--- src/rtl/uarch_rst_sequencer_pkg.sv ---
// Shared types and helpers for the fence.t microarchitectural-reset sequencer.
package uarch_rst_sequencer_pkg;

  typedef enum logic [2:0] {
    IDLE,
    FLUSH,
    DRAIN,
    RST,
    INIT
  } fence_t_seq_state_e;

  function automatic int unsigned max3(input int unsigned a, input int unsigned b,
                                       input int unsigned c);
    int unsigned m;
    m = (a > b) ? a : b;
    return (m > c) ? m : c;
  endfunction

endpackage

--- src/rtl/uarch_rst_sequencer_counter.sv ---
// Generic loadable up/down counter; load has priority over counting.
module uarch_rst_sequencer_counter #(
  parameter int unsigned WIDTH = 32
) (
  input  logic             clk_i,
  input  logic             rst_i,
  input  logic             en_i,
  input  logic             load_i,
  input  logic             down_i,
  input  logic [WIDTH-1:0] d_i,
  output logic [WIDTH-1:0] q_o
);

  always_ff @(posedge clk_i) begin
    if (rst_i) begin
      q_o <= '0;
    end else if (load_i) begin
      q_o <= d_i;
    end else if (en_i) begin
      q_o <= down_i ? q_o - WIDTH'(1) : q_o + WIDTH'(1);
    end
  end

endmodule

--- src/rtl/uarch_rst_sequencer.sv ---
// fence.t sequencer: flush domains in order, drain, pulse uarch reset, hold cache-init suppression.
module uarch_rst_sequencer
  import uarch_rst_sequencer_pkg::*;
#(
  parameter int unsigned NUM_DOMAINS    = 4,
  parameter int unsigned RST_CYCLES     = 16,
  parameter int unsigned INIT_CYCLES    = 3,
  parameter int unsigned TIMEOUT_CYCLES = 1024
) (
  input  logic                   clk_i,
  input  logic                   rst_i,
  input  logic                   req_i,
  input  logic [31:0]            pad_i,
  input  logic                   time_irq_i,
  output logic [NUM_DOMAINS-1:0] flush_o,
  input  logic [NUM_DOMAINS-1:0] flush_ack_i,
  input  logic                   busy_i,
  output logic                   rst_uarch_no,
  output logic                   cache_init_no,
  output logic                   halt_o,
  output logic [31:0]            ceil_o,
  output logic                   done_o,
  output logic                   err_o
);

  localparam int unsigned IDX_W = (NUM_DOMAINS > 1) ? $clog2(NUM_DOMAINS) : 1;
  localparam int unsigned CNT_W = $clog2(max3(TIMEOUT_CYCLES, RST_CYCLES, INIT_CYCLES) + 1);

  fence_t_seq_state_e state_q, state_d;
  logic [IDX_W-1:0]   idx_q, idx_d;
  logic [CNT_W-1:0]   cyc_q, cyc_d;
  logic               err_d;
  logic               done_d;
  logic [31:0]        ceil_d;
  logic               irq_q;
  logic [31:0]        pad_cnt;
  logic               dom_ack;
  logic               dom_last;
  logic               dom_tmo;

  // Pad window: reload on the timer irq rising edge, otherwise count down to zero.
  uarch_rst_sequencer_counter #(
    .WIDTH(32)
  ) i_pad_cnt (
    .clk_i  (clk_i),
    .rst_i  (rst_i),
    .en_i   (pad_cnt != '0),
    .load_i (time_irq_i & ~irq_q),
    .down_i (1'b1),
    .d_i    (pad_i),
    .q_o    (pad_cnt)
  );

  assign dom_ack  = flush_ack_i[idx_q];
  assign dom_last = (idx_q == IDX_W'(NUM_DOMAINS - 1));
  assign dom_tmo  = (cyc_q == CNT_W'(TIMEOUT_CYCLES - 1));
  assign halt_o   = (state_q != IDLE);

  always_comb begin
    state_d       = state_q;
    idx_d         = idx_q;
    cyc_d         = '0;
    err_d         = err_o;
    ceil_d        = ceil_o;
    done_d        = 1'b0;
    flush_o       = '0;
    rst_uarch_no  = 1'b1;
    cache_init_no = 1'b0;

    unique case (state_q)
      IDLE: begin
        if (req_i) begin
          state_d = FLUSH;
          idx_d   = '0;
          err_d   = 1'b0;
        end
      end
      FLUSH: begin
        flush_o[idx_q] = 1'b1;
        cyc_d          = cyc_q + CNT_W'(1);
        // A timeout advances exactly like an ack; only a missing ack flags the error.
        if (dom_ack || dom_tmo) begin
          cyc_d = '0;
          if (!dom_ack) begin
            err_d = 1'b1;
          end
          if (dom_last) begin
            state_d = DRAIN;
            ceil_d  = (pad_cnt == '0) ? '0 : pad_i - pad_cnt;
          end else begin
            idx_d = idx_q + IDX_W'(1);
          end
        end
      end
      DRAIN: begin
        if (!busy_i && (pad_cnt == '0)) begin
          state_d = RST;
        end
      end
      RST: begin
        rst_uarch_no = 1'b0;
        cyc_d        = cyc_q + CNT_W'(1);
        if (cyc_q == CNT_W'(RST_CYCLES - 1)) begin
          state_d = INIT;
          cyc_d   = '0;
        end
      end
      INIT: begin
        cache_init_no = 1'b1;
        cyc_d         = cyc_q + CNT_W'(1);
        if (cyc_q == CNT_W'(INIT_CYCLES - 1)) begin
          state_d = IDLE;
          cyc_d   = '0;
          done_d  = 1'b1;
        end
      end
      default: begin
        state_d = IDLE;
      end
    endcase
  end

  always_ff @(posedge clk_i) begin
    if (rst_i) begin
      state_q <= IDLE;
      idx_q   <= '0;
      cyc_q   <= '0;
      err_o   <= 1'b0;
      done_o  <= 1'b0;
      ceil_o  <= '0;
      irq_q   <= 1'b0;
    end else begin
      state_q <= state_d;
      idx_q   <= idx_d;
      cyc_q   <= cyc_d;
      err_o   <= err_d;
      done_o  <= done_d;
      ceil_o  <= ceil_d;
      irq_q   <= time_irq_i;
    end
  end

endmodule
--- config.mk ---
export PLATFORM = sky130hd
export DESIGN_NAME = uarch_rst_sequencer
export DESIGN_NICKNAME = d
export VERILOG_FILES = /design/src/rtl/uarch_rst_sequencer_pkg.sv /design/src/rtl/uarch_rst_sequencer_counter.sv /design/src/rtl/uarch_rst_sequencer.sv
export SDC_FILE = /design/constraint.sdc
export NUM_CORES = 1
export LEC_CHECK = 0
export BUFFER_PORTS_ARGS = -buffer_cell sky130_fd_sc_hd__buf_2
export CAP_MARGIN = 20
export CELL_PAD_IN_SITES_DETAIL_PLACEMENT = 1
export CELL_PAD_IN_SITES_GLOBAL_PLACEMENT = 2
export CORE_MARGIN = 10
export CORE_UTILIZATION = 35
export DETAILED_ROUTE_END_ITERATION = 16
export HOLD_SLACK_MARGIN = 0.12
export PLACE_DENSITY = 0.84
export SYNTH_ARGS = -nofsm -noshare
export SYNTH_HDL_FRONTEND = slang
export SYNTH_SLANG_ARGS = --single-unit
export TNS_END_PERCENT = 1
--- constraint.sdc ---
create_clock -name clk_i -period 4.64 [get_ports clk_i]
set_input_delay 0.232 -clock clk_i [delete_from_list [all_inputs] [get_ports clk_i]]
set_output_delay 0.232 -clock clk_i [all_outputs]
set_load 0.03 [all_outputs]
==> impl_results.md, run 1 <==
- Clock root buffer: clkbuf_16
- Post-DR wirelength/cell: 18.2 µm
- Worst hold-check path type: in2reg
- Synth async-reset ratio: 0
- Vias per cell: 5.42
- Worst Setup EP: i_pad_cnt.q_o[20]
- Initial DRT Pass Iterations: 4
- Average footprint of a synthesized cell: approximately 8.0 µm²
- Diode count: 0
- R2R Setup Slk: 1.56 ns
- Final Max Slew Viols: 0
- Clock Path Buffers: 2
- First-pass GRT wire length: 30000 µm
- Crit path arrival time: 3.29 ns
- Achievable Freq: approximately 320 MHz
- Number of port buffers: 81
- All-Layer GR Usage: 0.167
- CTS buffer count: 9
- Total global routing overflow: 0
- Die W: 146 µm
- RSZ-0062 raised after global routing: no
- Post-synth EDFFs: 0
- Post-Syn Area: approximately 5600 µm²
- Yosys warns: 0
- Fin. Hold Viols: 0
- DP Area: 6180 µm²
- Mapped Nets: 781
- Finished Layout Cells: 984
- Ys flop type: dfxtp_1
- Synth-to-Final Area Change: 16.1%
- Max H-tree Level: 3
- Fin area: 6490 µm²
- Clk pin slew, worst setup/hold paths: 0.07 ns
- Final Power: roughly 2.3 mW
- Slew HR: 0.326
- Critical hold path startpoint: time_irq_i
- Vias in the first global route: 5718
- FF-to-FF End: i_pad_cnt.q_o[20]
- Placed Instances: ~970
- TritonCTS clock tree: done
- Starting Density: 0.354
- Critical R2R Launch: i_pad_cnt.q_o[21]
- Routed Antenna Nets: 0
- Row count: 46
- Max-Cap Viols: 0
- Crit-path max FO: 11
- Fill cells: 1968
- Synth area leaders: dfxtp_1 (30%), ha_1 (9.0%), xnor2_1 (6.9%), nor2_1 (6.2%), a21oi_1 (3.7%)
- Core Area: around 16000 µm²
- Critical path type: reg2reg
- Status: finished clean
- Post-Synthesis Cells: 699
- Worst-margin pin slew: 1.01 ns
- Leakage: 2.66 nW
- Final Net Count: 845
- Netlist cell types: 66
- Period utilization: 0.664
- DR iter-0 viols: 288
- Clk sinks: 83
- Tmin final: 3.08 ns
- GRT met3 Usage: 0.0355
- CP Launch Point: i_pad_cnt.q_o[21]
- CP Launch Type: flop
- Grt peak-use layer: met2
- Crit end category: flop
- Dpl hpwl: 13800 µm
- DR DRC count: 0
- Data required, critical path: 4.85 ns
- GRT met1 Usage: 0.213
- Die H: 146 µm
- WL final: 17900 µm
- Clock Skews: 0.00694 ns
- Clk_lat worst skew: 0.35 ns
- R2R cell count: 8
- Vias: 5337
- Peak VDD IR: ~0.19 mV
- Count leader, synth: nor2_1
- Pwr/cell area: 350 nW/µm²
- Routing usage on met2: 0.278
- Post-synth top area share: 0.297
- Post-synth top cells: nor2_1 (92), dfxtp_1 (83), nand2_1 (45), inv_1 (44), xnor2_1 (44)
- I/O pins: 82
- Largest net degree at the start of global routing: 56
- Total negative setup slack: 0 ns
- Fraction of layout cells with a size suffix above 1: 0.159
- Area leader, netlist: dfxtp_1
- GP Congestion: approximately 0.84
- Final setup fails: 0
- Sequential area share after synthesis: 0.297
- Die footprint: 21400 µm²
- Initial antenna violation count: 0
- Yosys reg bits: 83
-- registers in the layout, indices dropped and copies added (netlist names) --
register	count
ceil_o	32
cyc_q	11
done_o	1
err_o	1
i_pad_cnt.q_o	32
idx_q	2
irq_q	1
state_q	3
-- kinds of logic after synthesis --
| logic type | Yosys count | share of synthesized area |
|---|---|---|
| simple gates | 245 | 0.218 |
| compound gates | 188 | 0.235 |
| flops | 83 | 0.297 |
| buf+inv | 80 | 0.0564 |
| xor+xnor | 61 | 0.0956 |
| fa+ha+maj | 41 | 0.0931 |
| mux | 1 | 0.00403 |
-- placed cells by master, fill, tap and decap left out, types with 23 or more instances in the layout --
cell     Yosys  final
xnor2_1     44     44
buf_2        6     81
inv_1       44     44
dfxtp_1     83     83
a22oi_1     27     27
o21ai_0     23     23
nor2_1      92     92
nand2_1     45     45
ha_1        40     40
a21oi_1     41     41
-- per-stage QoR --
step / setup WS, ns / hold slack [ns] / utilization
after detailed placement: 1.50 / 0.448 / 0.392
after global placement: 1.50 / 0.436 / 0.390
final: 1.56 / 0.127 / 0.411
after floorplan: 2.00 / 0.329 / -
after global routing: 1.15 / 0.146 / 0.411
after CTS: 1.46 / 0.126 / 0.411
-- what timing repair did --
action / in CTS / in global routing
hold buffers: 1 / 0
setup buffers: 0 / 0
endpoints found under the hold margin: 1 / 0
resized for setup: 0 / 0
-- layer usage --
layer,up-vias,part of all wire
li1,2623,-
met1,2600,0.48
met2,96,0.47
met3,18,0.038
met4,0,0.014
met5,-,0
-- final cells by class --
cell class | instances | area [µm²] | area share
Clock buffer | 9 | 225 | 0.0347
Clock inverter | 7 | 76.3 | 0.0118
Inverter | 44 | 165 | 0.0255
Multi-Input combinational cell | 536 | 3610 | 0.557
Sequential cell | 83 | 1660 | 0.256
Tap cell | 216 | 270 | 0.0417
Timing Repair Buffer | 89 | 475 | 0.0733
-- critical path, cell delays in order (launching register included) --
cell	delay, ns
dfxtp_1	0.36
or4_1	0.67
nor4_1	0.41
and2_1	0.26
and2_1	0.47
nor2_1	0.28
buf_4	0.25
a22oi_1	0.16
nor2_1	0.06
-- power by group --
part	total, mW	leakage, nW	switching [mW]	internal [mW]
clock	0.741	0.142	0.320	0.421
combinational	0.730	1.84	0.440	0.290
sequential	0.802	0.676	0.0525	0.749
-- worst min path at each step --
stage / to / cells past startpoint
final: irq_q / 2
after global routing: irq_q / 2
after CTS: irq_q / 2
after detailed placement: ceil_o[10] / 2
after global placement: ceil_o[10] / 2
after floorplan: err_o / 1
Note: power is estimated with default switching activity, not from simulation.
==> run 2, diff against run 1 <==
- ABC_AREA: default -> 1
- CORE_UTILIZATION: 35 -> 29
- PLACE_DENSITY: 0.84 -> 0.79
- clock period: 4.64 -> 2.6 ns (I/O delays scaled with it)
==> run 2 against run 1 <==
Compared with the run above: synthesized cell count grew 58%; clock-buffer cell count grew 3; sequential cell count is the same; non-clock buffer count grew 33; core utilization shrank 5.4 points; power grew 100%; cell count grew 56%; critical path depth grew 7; sequential power grew 78%; first-iteration DRC count grew 8.0%; worst hold slack lost 0.0035 ns; critical path type is now in2reg; largest power group is now combinational cells.
==> impl_results.md, run 2 <==
- Slew HR: 0.411
- Clk_lat worst skew: approximately 0.36 ns
- Clk sinks: 83
- Worst hold-check path type: in2reg
- Diode count: 0
- Initial DRT Pass Iterations: 4
- Die H: about 170 µm
- Peak VDD IR: 0.271 mV
- Vias in the first global route: 7112
- Row count: 55
- Vias: 6964
- Crit path arrival time: 2.47 ns
- Ys flop type: dfxtp_1
- Tmin final: 2.26 ns
- Final Max Slew Viols: 0
- Core Area: 22800 µm²
- Clock Path Buffers: 2
- Reg area: 1660 µm²
- Fill cells: 3044
- Fin. Hold Viols: 0
- CTS buffer count: 9
- Data required, critical path: 2.81 ns
- Die footprint: a little under 30000 µm²
- WL final: 23600 µm
- Final WS setup: about 0.34 ns
- Post-synth top cells: nand2_1 (370), inv_1 (183), nor2_1 (117), dfxtp_1 (83), a21oi_1 (61)
- RSZ-0062 raised after global routing: no
- Dpl hpwl: 19100 µm
- Max H-tree Level: 3
- Count leader, synth: nand2_1
- Status: finished clean
- Final Power: 4.56 mW
- Clock root buffer: clkbuf_16
- Mapped Nets: 1189
- Number of port buffers: 81
- Crit end category: flop
- Final Net Count: 1302
- DR DRC count: 0
- All-Layer GR Usage: 0.158
- Post-Synthesis Cells: 1107
- Post-DR wirelength/cell: 15.3 µm
- Achievable Freq: 443 MHz
- Synth async-reset ratio: 0
- Most common cell after layout, fill and taps aside: nand2_1
- Post-synth EDFFs: 0
- Die W: 173 µm
- Critical path type: in2reg
- Synth area leaders: dfxtp_1 (25%), nand2_1 (21%), inv_1 (10%), ha_1 (7.4%), nor2_1 (6.5%)
- Crit-path max FO: 4
- Total negative setup slack: 0 ns
- Yosys warns: 0
- Clk pin slew, worst setup/hold paths: 0.07 ns
- Total global routing overflow: 0
- Fraction of layout cells with a size suffix above 1: 0.133
- Sequential area share after synthesis: 0.246
- Average footprint of a synthesized cell: 6.11 µm²
- Area leader, netlist: dfxtp_1
- DR iter-0 viols: about 310
- Period utilization: 0.868
- GP Congestion: 0.856
- Netlist cell types: 42
- Pre-CTS setup slack: 0.434 ns
- Worst hold slack: between 0.1 and 0.15 ns
- Largest registers: ceil_o x32, i_pad_cnt.q_o x32, cyc_q x11
- Commonest cells after routing, fill and taps aside: nand2_1 (370), inv_1 (183), nor2_1 (117)
- Routed Antenna Nets: 0
- Yosys reg bits: 83
- Post-synth top area share: 0.246
- Largest net degree at the start of global routing: 68
- Leakage: 4.09 nW
- Final setup fails: 0
- Pwr/cell area: between 500 and 600 nW/µm²
- Max-Cap Viols: 0
- Area occupied by multi-input gates: approximately 4300 µm²
- I/O pins: 82
- CP Launch Type: input pin
- Post-Syn Area: between 6000 and 7000 µm²
- Vias per cell: 4.53
- First-pass GRT wire length: slightly below 40000 µm
- Synth-to-Final Area Change: 20.3%
- Initial antenna violation count: 0
- Clock Skews: roughly 0.0061 ns
- TritonCTS clock tree: done
- Starting Density: 0.297
- Worst-margin pin slew: 0.883 ns
## run 2: cell count changes after synthesis, moves of 14 or more
cell / previous run / this run
a211oi_1: 16 / 2
inv_1: 44 / 183
o21ai_0: 23 / 7
xnor2_1: 44 / 4
a21o_1: 16 / 2
a22oi_1: 27 / 5
nor2_1: 92 / 117
clkbuf_1: 27 / 11
nand2_1: 45 / 370
a22o_1: 15 / 0
nand3_1: 14 / 58
xor2_1: 17 / 38
a21oi_1: 41 / 61
## run 2: layer usage
metal	vias to the layer above	routed length [µm]	global-route usage
li1	3667	-	-
met3	10	737	0.0285
met1	3205	12200	0.215
met5	-	0	0
met4	0	150	0.0248
met2	82	10400	0.257
## run 2: final cells by class
type / count / share of cell area
clock buffers: 12 / 0.0315
inverters: 187 / 0.0862
well taps: 313 / 0.0481
repair buffers: 122 / 0.0987
flip-flops and latches: 83 / 0.204
multi-input cells: 817 / 0.527
clock inverters: 4 / 0.00400
## run 2: final timing paths
kind | startpoint | to | slack, ns | cells after the start
max | pad_i[0] | ceil_o[24] | 0.34 | 15
min | pad_i[4] | i_pad_cnt.q_o[4] | 0.12 | 3
max reg2reg | i_pad_cnt.q_o[8] | ceil_o[31] | 0.39 | 12
min reg2reg | err_o | err_o | 0.46 | 2
## run 2: critical path: stages
cell and delay, ns:
dlygate4sd3_1 0.52, buf_2 0.11, inv_1 0.05, ha_1 0.20, fa_1 0.42, inv_1 0.14, nand3_1 0.08, nand3_1 0.21
nand2_1 0.11, nand2_1 0.11, nand2_1 0.10, nand3_1 0.09, nand2_1 0.07, nand3_2 0.08, a21oi_2 0.05
## run 2: kinds of logic after synthesis
kind of cell / after synthesis / share of synthesized area
fa+ha+maj: 41 / 0.0769
compound gates: 100 / 0.0917
flops: 83 / 0.246
buf+inv: 207 / 0.120
xor+xnor: 42 / 0.0544
simple gates: 634 / 0.412
## run 2: through the flow
step	util	instances	cell area, µm²
final	0.357	1538	8140
after global routing	0.357	1538	8140
after CTS	0.357	1538	8140
after detailed placement	0.331	1491	7540
after global placement	0.331	1491	7540
after floorplan	-	1107	6770
## run 2: timing repair
item,CTS,global route
setup buffers,0,0
endpoints found under the hold margin,31,0
gates resized for setup,0,0
hold buffers,31,0
## run 2: report_power, final
part           internal, mW  switching, mW  leakage [nW]
registers              1.35         0.0858         0.676
clock network         0.707          0.619         0.135
logic                 0.599           1.20          3.28
total                  2.65           1.91          4.09
